$ cat src/rtl/lcd_pkg.sv
// Shared types for the LCD bring-up sequencer:
// FSM encoding, panel ID constants, strap decode.
package lcd_pkg;

  typedef enum logic [2:0] {
    ST_ID_SETTLE  = 3'd0,
    ST_ID_SAMPLE  = 3'd1,
    ST_PANEL_RST  = 3'd2,
    ST_PANEL_WAIT = 3'd3,
    ST_WAIT_INIT  = 3'd4,
    ST_RUN        = 3'd5
  } lcd_state_e;

  localparam logic [15:0] ID_4342 = 16'h4342;
  localparam logic [15:0] ID_7084 = 16'h7084;
  localparam logic [15:0] ID_7016 = 16'h7016;
  localparam logic [15:0] ID_4384 = 16'h4384;
  localparam logic [15:0] ID_1018 = 16'h1018;

  localparam logic [7:0] DUTY_MAX = 8'hFF;

  typedef struct packed {
    logic [15:0] id;
    logic        err;
  } id_dec_t;

  // Panel strap pins live on three RGB bus bits.
  function automatic logic [2:0] strap_code(
    input logic [15:0] rgb
  );
    return {rgb[4], rgb[10], rgb[15]};
  endfunction

  // Unknown codes fall back to the most common panel.
  function automatic id_dec_t decode_strap(
    input logic [2:0] code
  );
    id_dec_t d;
    d.id  = ID_4342;
    d.err = 1'b0;
    case (code)
      3'b000:  d.id = ID_4342;
      3'b001:  d.id = ID_7084;
      3'b010:  d.id = ID_7016;
      3'b100:  d.id = ID_4384;
      3'b101:  d.id = ID_1018;
      default: d.err = 1'b1;
    endcase
    return d;
  endfunction

  // Counter width for a modulus, never below one bit.
  function automatic int cnt_w(input int n);
    return (n <= 1) ? 1 : $clog2(n);
  endfunction

endpackage

$ cat src/rtl/lcd_bl_pwm.sv
// Backlight ramp: duty climbs one step per
// RAMP_STEP cycles, 8-bit free-running PWM.
module lcd_bl_pwm
  import lcd_pkg::*;
#(
  parameter int RAMP_STEP = 256
) (
  input  logic clk_i,
  input  logic rst_i,
  input  logic en_i,
  input  logic clear_i,
  output logic lcd_bl_o,
  output logic bl_full_o
);

  localparam int STEP_W = cnt_w(RAMP_STEP);
  localparam logic [STEP_W-1:0] STEP_LAST =
    STEP_W'(RAMP_STEP - 1);

  logic [STEP_W-1:0] step_q;
  logic [7:0]        duty_q;
  logic [7:0]        pwm_q;
  logic              bl_q;
  logic              full_q;

  // Ramp duty with saturation and compare
  // against the PWM phase; clear wins.
  always_ff @(posedge clk_i or posedge rst_i) begin
    if (rst_i) begin
      step_q <= '0;
      duty_q <= '0;
      pwm_q  <= '0;
      bl_q   <= 1'b0;
      full_q <= 1'b0;
    end else if (clear_i) begin
      step_q <= '0;
      duty_q <= '0;
      pwm_q  <= '0;
      bl_q   <= 1'b0;
      full_q <= 1'b0;
    end else if (en_i) begin
      pwm_q <= pwm_q + 8'd1;
      bl_q  <= (pwm_q < duty_q);
      if (step_q == STEP_LAST) begin
        step_q <= '0;
        if (duty_q != DUTY_MAX) begin
          duty_q <= duty_q + 8'd1;
          full_q <= (duty_q == DUTY_MAX - 8'd1);
        end
      end else begin
        step_q <= step_q + STEP_W'(1);
      end
    end
  end

  assign lcd_bl_o  = bl_q;
  assign bl_full_o = full_q;

endmodule

$ cat src/rtl/lcd_bring_up_ctrl.sv
// LCD power-up sequencer: panel ID strap read,
// panel reset, init wait, then backlight ramp.
module lcd_bring_up_ctrl
  import lcd_pkg::*;
#(
  parameter int ID_SETTLE_CYC = 1000,
  parameter int ID_GAP_CYC    = 16,
  parameter int ID_RETRIES    = 3,
  parameter int RST_CYC       = 5000,
  parameter int WAIT_CYC      = 10000,
  parameter int RAMP_STEP     = 256
) (
  input  logic        sys_clk,
  input  logic        sys_rst,
  input  logic        sys_init_done,
  input  logic [15:0] lcd_rgb_i,
  input  logic        post_de,
  output logic [15:0] lcd_id,
  output logic        id_valid,
  output logic        id_err,
  output logic        lcd_rst_n,
  output logic        drv_rst_n,
  output logic        bus_oe,
  output logic        lcd_bl,
  output logic        bl_full,
  output logic [2:0]  state_o
);

  localparam logic [15:0] SETTLE_LAST =
    16'(ID_SETTLE_CYC - 1);
  localparam logic [15:0] GAP_LAST =
    16'(ID_GAP_CYC - 1);
  localparam logic [15:0] RST_LAST =
    16'(RST_CYC - 1);
  localparam logic [15:0] WAIT_LAST =
    16'(WAIT_CYC - 1);

  localparam int RTRY_W = cnt_w(ID_RETRIES + 1);
  localparam logic [RTRY_W-1:0] RTRY_MAX =
    RTRY_W'(ID_RETRIES);

  lcd_state_e        state_q;
  logic [15:0]       cnt_q;
  logic [RTRY_W-1:0] rtry_q;
  logic [2:0]        code_a_q;
  logic [15:0]       lcd_id_q;
  logic              id_valid_q;
  logic              id_err_q;
  logic              lcd_rst_n_q;
  logic              drv_rst_n_q;

  logic [2:0] code_b;
  id_dec_t    dec_b;
  logic       in_run;
  logic       pwm_en;
  logic       pwm_clr;

  assign code_b  = strap_code(lcd_rgb_i);
  assign dec_b   = decode_strap(code_b);
  assign in_run  = (state_q == ST_RUN);
  assign pwm_en  = in_run;
  assign pwm_clr = ~in_run | ~sys_init_done;

  // Sequencer: state, shared phase counter,
  // ID capture and all registered outputs.
  always_ff @(posedge sys_clk or posedge sys_rst) begin
    if (sys_rst) begin
      state_q     <= ST_ID_SETTLE;
      cnt_q       <= '0;
      rtry_q      <= '0;
      code_a_q    <= '0;
      lcd_id_q    <= '0;
      id_valid_q  <= 1'b0;
      id_err_q    <= 1'b0;
      lcd_rst_n_q <= 1'b1;
      drv_rst_n_q <= 1'b0;
    end else begin
      cnt_q <= cnt_q + 16'd1;
      unique case (state_q)
        ST_ID_SETTLE: begin
          if (cnt_q == SETTLE_LAST) begin
            code_a_q <= code_b;
            cnt_q    <= '0;
            state_q  <= ST_ID_SAMPLE;
          end
        end
        ST_ID_SAMPLE: begin
          if (cnt_q == GAP_LAST) begin
            cnt_q <= '0;
            if (code_b == code_a_q ||
                rtry_q == RTRY_MAX) begin
              lcd_id_q    <= dec_b.id;
              id_valid_q  <= 1'b1;
              id_err_q    <= dec_b.err |
                             (code_b != code_a_q);
              lcd_rst_n_q <= 1'b0;
              state_q     <= ST_PANEL_RST;
            end else begin
              code_a_q <= code_b;
              rtry_q   <= rtry_q + RTRY_W'(1);
            end
          end
        end
        ST_PANEL_RST: begin
          if (cnt_q == RST_LAST) begin
            lcd_rst_n_q <= 1'b1;
            cnt_q       <= '0;
            state_q     <= ST_PANEL_WAIT;
          end
        end
        ST_PANEL_WAIT: begin
          if (cnt_q == WAIT_LAST) begin
            cnt_q   <= '0;
            state_q <= ST_WAIT_INIT;
          end
        end
        ST_WAIT_INIT: begin
          cnt_q <= '0;
          if (sys_init_done) begin
            drv_rst_n_q <= 1'b1;
            state_q     <= ST_RUN;
          end
        end
        ST_RUN: begin
          cnt_q <= '0;
          if (!sys_init_done) begin
            drv_rst_n_q <= 1'b0;
            state_q     <= ST_WAIT_INIT;
          end
        end
        default: begin
          cnt_q   <= '0;
          state_q <= ST_ID_SETTLE;
        end
      endcase
    end
  end

  lcd_bl_pwm #(
    .RAMP_STEP(RAMP_STEP)
  ) u_bl (
    .clk_i    (sys_clk),
    .rst_i    (sys_rst),
    .en_i     (pwm_en),
    .clear_i  (pwm_clr),
    .lcd_bl_o (lcd_bl),
    .bl_full_o(bl_full)
  );

  assign bus_oe    = in_run & post_de;
  assign lcd_id    = lcd_id_q;
  assign id_valid  = id_valid_q;
  assign id_err    = id_err_q;
  assign lcd_rst_n = lcd_rst_n_q;
  assign drv_rst_n = drv_rst_n_q;
  assign state_o   = state_q;

endmodule

$ cat config.mk
export PLATFORM = sky130hd
export DESIGN_NAME = lcd_bring_up_ctrl
export DESIGN_NICKNAME = d
export VERILOG_FILES = /design/src/rtl/lcd_pkg.sv /design/src/rtl/lcd_bl_pwm.sv /design/src/rtl/lcd_bring_up_ctrl.sv
export SDC_FILE = /design/constraint.sdc
export NUM_CORES = 1
export LEC_CHECK = 0
export BUFFER_PORTS_ARGS = -buffer_cell sky130_fd_sc_hd__buf_2
export CORE_AREA = 2 2 80 82
export DETAILED_ROUTE_END_ITERATION = 16
export DIE_AREA = 0 0 82 84
export PLACE_DENSITY = 0.75
export SYNTH_ARGS = -nofsm -noshare
export SYNTH_HDL_FRONTEND = slang
export SYNTH_SLANG_ARGS = --single-unit
$ cat constraint.sdc
create_clock -name sys_clk -period 3.1 [get_ports sys_clk]
set_clock_uncertainty 0.15 [all_clocks]
set_input_delay 0 -clock sys_clk [delete_from_list [all_inputs] [get_ports sys_clk]]
set_output_delay 0 -clock sys_clk [all_outputs]
set_load 0.05 [all_outputs]
### Word-level counts from Yosys, hierarchy flattened

Index checks and enable logic that the tools add are counted.

* add/subtract/negate cells: 5
* order comparisons: 1
* equal/unequal tests: 27
* muxes and demuxes: 41
* bitwise logic cells: 6
* reductions and logical operators: 17

Operator list (number)
* 2-to-1 mux 8 bit: 9
* 2-to-1 mux 16 bit: 4
* one-hot mux 16 bit (4 select lines): 1
* one-hot mux 15 bit (4 select lines): 1
* 2-to-1 mux 3 bit: 10
* adder 8 x 1 -> 8 bit, second input constant: 3
* one-hot mux 3 bit (6 select lines): 1
* adder 16 x 1 -> 16 bit, second input constant: 1
* == test 16 x 10 -> 1 bit, second input constant: 1
* == test 16 x 13 -> 1 bit, second input constant: 1
* == test 16 x 14 -> 1 bit, second input constant: 1
* == test 16 x 4 -> 1 bit, second input constant: 1
* == test 8 bit, second input constant: 2
* != test 2 bit, second input constant: 8
* == test 3 bit, second input constant: 4
* 2-to-1 mux 1 bit: 12
* AND reduction 3 bit: 4
* nonzero test 2 bit: 6
* == test 3 x 2 -> 1 bit, second input constant: 3
* < comparator 8 bit: 1
* != test 8 bit, second input constant: 1
* AND reduction 4 bit: 2
* AND reduction 7 bit: 1
* == test 3 x 1 -> 1 bit, second input constant: 2
* 12 further kinds: 17

* flip-flop bits (word level): 70
* word-level logic and storage cells: 111

### Depth between registers and ports, before layout

* depth in word-level cells: 5
* depth in mapped cells: 7
* gate-level depth less buffers: 6

### Hierarchy

From an unflattened synthesis, not the netlist that was laid out.

* cell total of the unflattened synthesis: 356
* area total of the unflattened synthesis: 3505.9 um^2

By module, submodules not included
* lcd_bring_up_ctrl: instances 1, cells an instance 201, area an instance 2018.2 um^2, seq. area each 952.2 um^2
* lcd_bl_pwm: instances 1, cells an instance 155, area an instance 1487.7 um^2, seq. area each 650.6 um^2

### Least setup slack after synthesis

OpenSTA, ideal clock, no wires.

* path type: flip-flop to flip-flop
* start point: reg cnt_q[10]
* end point: reg cnt_q[10]
* library setup time: 119 ps
* arrival: 2067 ps
* path slack: 765 ps
* cell stages (with the launch flop): 7
* cell sequence: dfrtp_1 or4_4 or4_4 o2bb2ai_2 nor3_4 buf_6 nor2_1

* longest elaborated chain between the ends: 3

Ends and longest elaborated chain
* start, declared: line lcd_bring_up_ctrl.sv:43 `logic [15:0] cnt_q;`
* start signal, assigned: line lcd_bring_up_ctrl.sv:78 `cnt_q <= cnt_q + 16'd1;`
* adder 16 x 1 -> 16 bit (tied with other cells): line lcd_bring_up_ctrl.sv:78
* 2-to-1 mux 16 bit, on equally long branches
* one-hot mux 16 bit (4 select lines) *: line lcd_bring_up_ctrl.sv:79 `unique case (state_q)`

Every way passes the cells marked *; elsewhere a longest branch is shown, timed or not.
A chain may end at the register's enable or synchronous reset.

### Final worst setup path

* start point: reg cnt_q[6]
* end point: reg lcd_id_q[4], in the netlist lcd_id[4]

* longest elaborated chain between the ends: 2

Ends and longest elaborated chain
* == test 16 x 4 -> 1 bit: line lcd_bring_up_ctrl.sv:88 `if (cnt_q == GAP_LAST) begin`
* AND reduction 3 bit (no source line)
* end signal, assigned: line lcd_bring_up_ctrl.sv:92 `lcd_id_q <= dec_b.id;`
* end, declared: line lcd_bring_up_ctrl.sv:46 `logic [15:0] lcd_id_q;`

No other way between the ends.

==> metrics.csv <==
stage;metric;value;unit
status;status;completed;
setup_path;reg2reg end;lcd_id[4];
die;die outline area;0.00689;mm²
timing;final period utilization;0.884;
logic_synthesis;Seq cells post-synth;64;
grt;GR Util All Layers;0.217;
setup_path;critical path type;reg -> reg;
setup_path;Startpoint Class;flip-flop;
logic_synthesis;syn_area_per_cell;9.83;µm²
timing;fin crit period;2.74;ns
logic_synthesis;area fraction of the dominant cell type after synthesis;0.469;
timing;Setup Viol. Count Final;0;
placed_design;placed inst area;0.00355;mm²
logic_synthesis;Seq/Total Area, Yosys;0.477;
die;core footprint;0.00610;mm²
setup_path;reg2reg start;cnt_q[6];
clocking;Clock Latency Late Sink;0.35;ns
drt;vias per cell;5.45;
drt;Iter 0 DRT Violations;165;
timing;Achievable Freq;0.365;GHz
finish;post-route design area;0.00385;mm²
timing;Min Hold Slack;0.131;ns
finish;Sequential Area;0.00160;mm²
die;die width;82;µm
finish;layout cells sized above 1;0.174;
clocking;CTS tree;done;
timing;RSZ-0062 raised after global routing;false;
min_path;Hold Crit Class;in -> async;
die;I/O Pins;46;
timing;Worst slew margin;0.483;
setup_path;CP max-delay cell;dlygate4sd3_1;
logic_synthesis;top cells by area, synth;dfrtp_1 47%, nor2_1 6.5%, xnor2_1 5.7%;
logic_synthesis;Syn Inst Count;342;
drt;WL final;6560;µm
logic_synthesis;unique cell type count in the Yosys netlist;48;
job;max cap viols;0;
finish;area grow syn2layout;14.5;%
power;leakage power;0.00171;µW
logic_synthesis;yosys warns;0;
logic_synthesis;Synth area leader;dfrtp_1;
die;Chip Height;84;µm
setup_path;crit path capture type;flip-flop;
drt;router iterations before antenna repair;4;
placed_design;final weighted congestion in routability-driven placement;0.815;
finish;antenna fix cells;0;
clocking;Sink Count;64;
grt;vias in the first global route;2472;
die;FP Rows;29;
grt;GRT overflow;0;
drt;antenna-violating nets left;0;
finish;final std cells w/o fill;463;
setup_path;crit-path max FO;10;
die;Starting Density;0.552;
timing;Final Hold Vio Count;0;
clocking;clk slew on worst S/H paths;0.07;ns
finish;Fillers;498;
grt;first-pass GRT wire length;11300;µm
placed_design;Buffers on Ports;27;
setup_path;max incr delay on CP;0.56;ns
power;pwr dens;646;mW/mm²
timing;total negative slack;0;ns
finish;area of the multi-input gates;0.00163;mm²
clocking;H-Tree Depth;3;
drt;DR WL/cell;14.2;µm
timing;worst slew pin tran;0.775;ns
clocking;postcts setup bufs;0;
clocking;cts bufs inserted;9;
setup_path;FF-to-FF path depth;6;
logic_synthesis;post-synth design cell area;0.00336;mm²
drt;vias;2522;
drt;DR DRC count;0;
setup_path;Buffers & Inverters on Critical Path;1;
logic_synthesis;ys async rst share;1.00;
setup_path;reg2reg setup slack;0.36;ns
power;maximum VDD drop;445;µV
grt;antenna violations before repair;0;
placed_design;DP HPWL;4500;µm
finish;fin nets;415;
grt;pin count of the biggest net entering global routing;36;
placed_design;Inst Count DP;439;
clocking;clk root buf;clkbuf_8;
setup_path;cell family with most CP delay;simple AND/OR/NAND/NOR gates;
timing;fin. max-slew vios;0;
setup_path;Critical Path RT;3.24;ns
logic_synthesis;ys flop type;dfrtp_1;
logic_synthesis;EDFF count, synth;0;
setup_path;critical path cell sequence;or4_1, nor4_2, and4_2, nor2_1, a31oi_1, dlygate4sd3_1;
setup_path;Data arrival, critical path;2.88;ns
clocking;Max Buffers Root-to-Sink;2;
layout make-up:
class	count	area share
Multi-Input combinational cell	250	0.422
Inverter	17	0.0166
Clock buffer	14	0.0474
Sequential cell	64	0.416
Clock inverter	2	0.00910
Timing Repair Buffer	39	0.0637
Tap cell	77	0.0250
how the worst max path moves through the flow:
stage | slack (ns) | end | from | cells after the start
5_1_grt | 0.20 | lcd_id[4] | cnt_q[6] | 6
2_1_floorplan | 0.76 | cnt_q[10] | cnt_q[10] | 6
3_5_place_dp | 0.53 | code_a_q[2] | cnt_q[6] | 5
3_3_place_gp | 0.58 | code_a_q[0] | cnt_q[6] | 5
6_report | 0.36 | lcd_id[4] | cnt_q[6] | 6
4_1_cts | 0.21 | lcd_id[4] | cnt_q[6] | 6
registers in the layout, indices dropped and copies added, names as in the netlist, 2 cells and up:
signal       flops
cnt_q           16
rtry_q           2
lcd_id          10
u_bl.pwm_q       8
u_bl.duty_q      8
state_o          3
u_bl.step_q      8
code_a_q         3
where the power goes:
part / switching, µW / internal [µW]
clock network: 314 / 458
registers: 96.3 / 922
logic: 460 / 236
cells by family after synthesis:
logic type	share of synthesized area
compound gates	0.0729
xor+xnor	0.0990
buf+inv	0.0465
mux	0.0201
flops	0.477
fa+ha+maj	0.0521
other cells	0.00112
simple gates	0.232
through the flow:
| stage | utilization | total power [µW] | setup WS, ns |
|---|---|---|---|
| floorplan | - | 1580 | 0.765 |
| CTS | 0.631 | 2510 | 0.212 |
| finish | 0.632 | 2490 | 0.358 |
| global placement | 0.582 | 1700 | 0.577 |
| global route | 0.632 | 2620 | 0.199 |
| detailed placement | 0.582 | 1720 | 0.528 |
worst register-to-register path: stages, from the launching register on:
cell	delay [ns]
dfrtp_1	0.44
or4_1	0.55
nor4_2	0.32
and4_2	0.43
nor2_1	0.07
a31oi_1	0.14
dlygate4sd3_1	0.56
routing by layer:
layer  track usage  wire (µm)  vias to the layer above
met4        0.0773        113                        0
met1         0.273       2960                     1217
met2         0.343       3220                       53
met5             0          0                        -
met3        0.0758        267                       11
li1              -          -                     1241
synth_stat cells, types with 4 or more instances:
cell       n
nor3_1     7
nor3b_1    4
and3_1     6
nand2_1   15
nand2b_1   5
inv_1     17
nor4_1     6
nand3_1   16
xnor2_1   22
o21ai_0    8
a21oi_1    9
xor2_1    16
mux2_2     6
nand4_1   10
ha_1      14
clkbuf_1   5
dfrtp_1   63
nor2_1    58
buf_4      7
placed cells by master, fill, tap and decap left out, types with 4 or more instances in the layout:
cell,count
mux2_2,6
clkbuf_8,13
conb_1,5
buf_2,27
nor3b_1,4
nor3_1,7
ha_1,14
nor2_1,58
nand3_1,16
buf_4,4
xnor2_1,22
nor4_1,5
xor2_1,16
o21ai_0,8
nand2_1,15
dlygate4sd3_1,8
nand4_1,10
inv_1,16
and3_1,6
dfrtp_1,63
nand2b_1,5
a21oi_1,9
timing repair:
| item | in CTS | in global routing |
|---|---|---|
| resized for setup | 0 | 1 |
| endpoints found under the setup margin | 0 | 1 |
| endpoints found under the hold margin | 50 | 0 |
| hold buffers | 8 | 0 |
Note: power is estimated with default switching activity, not from simulation.
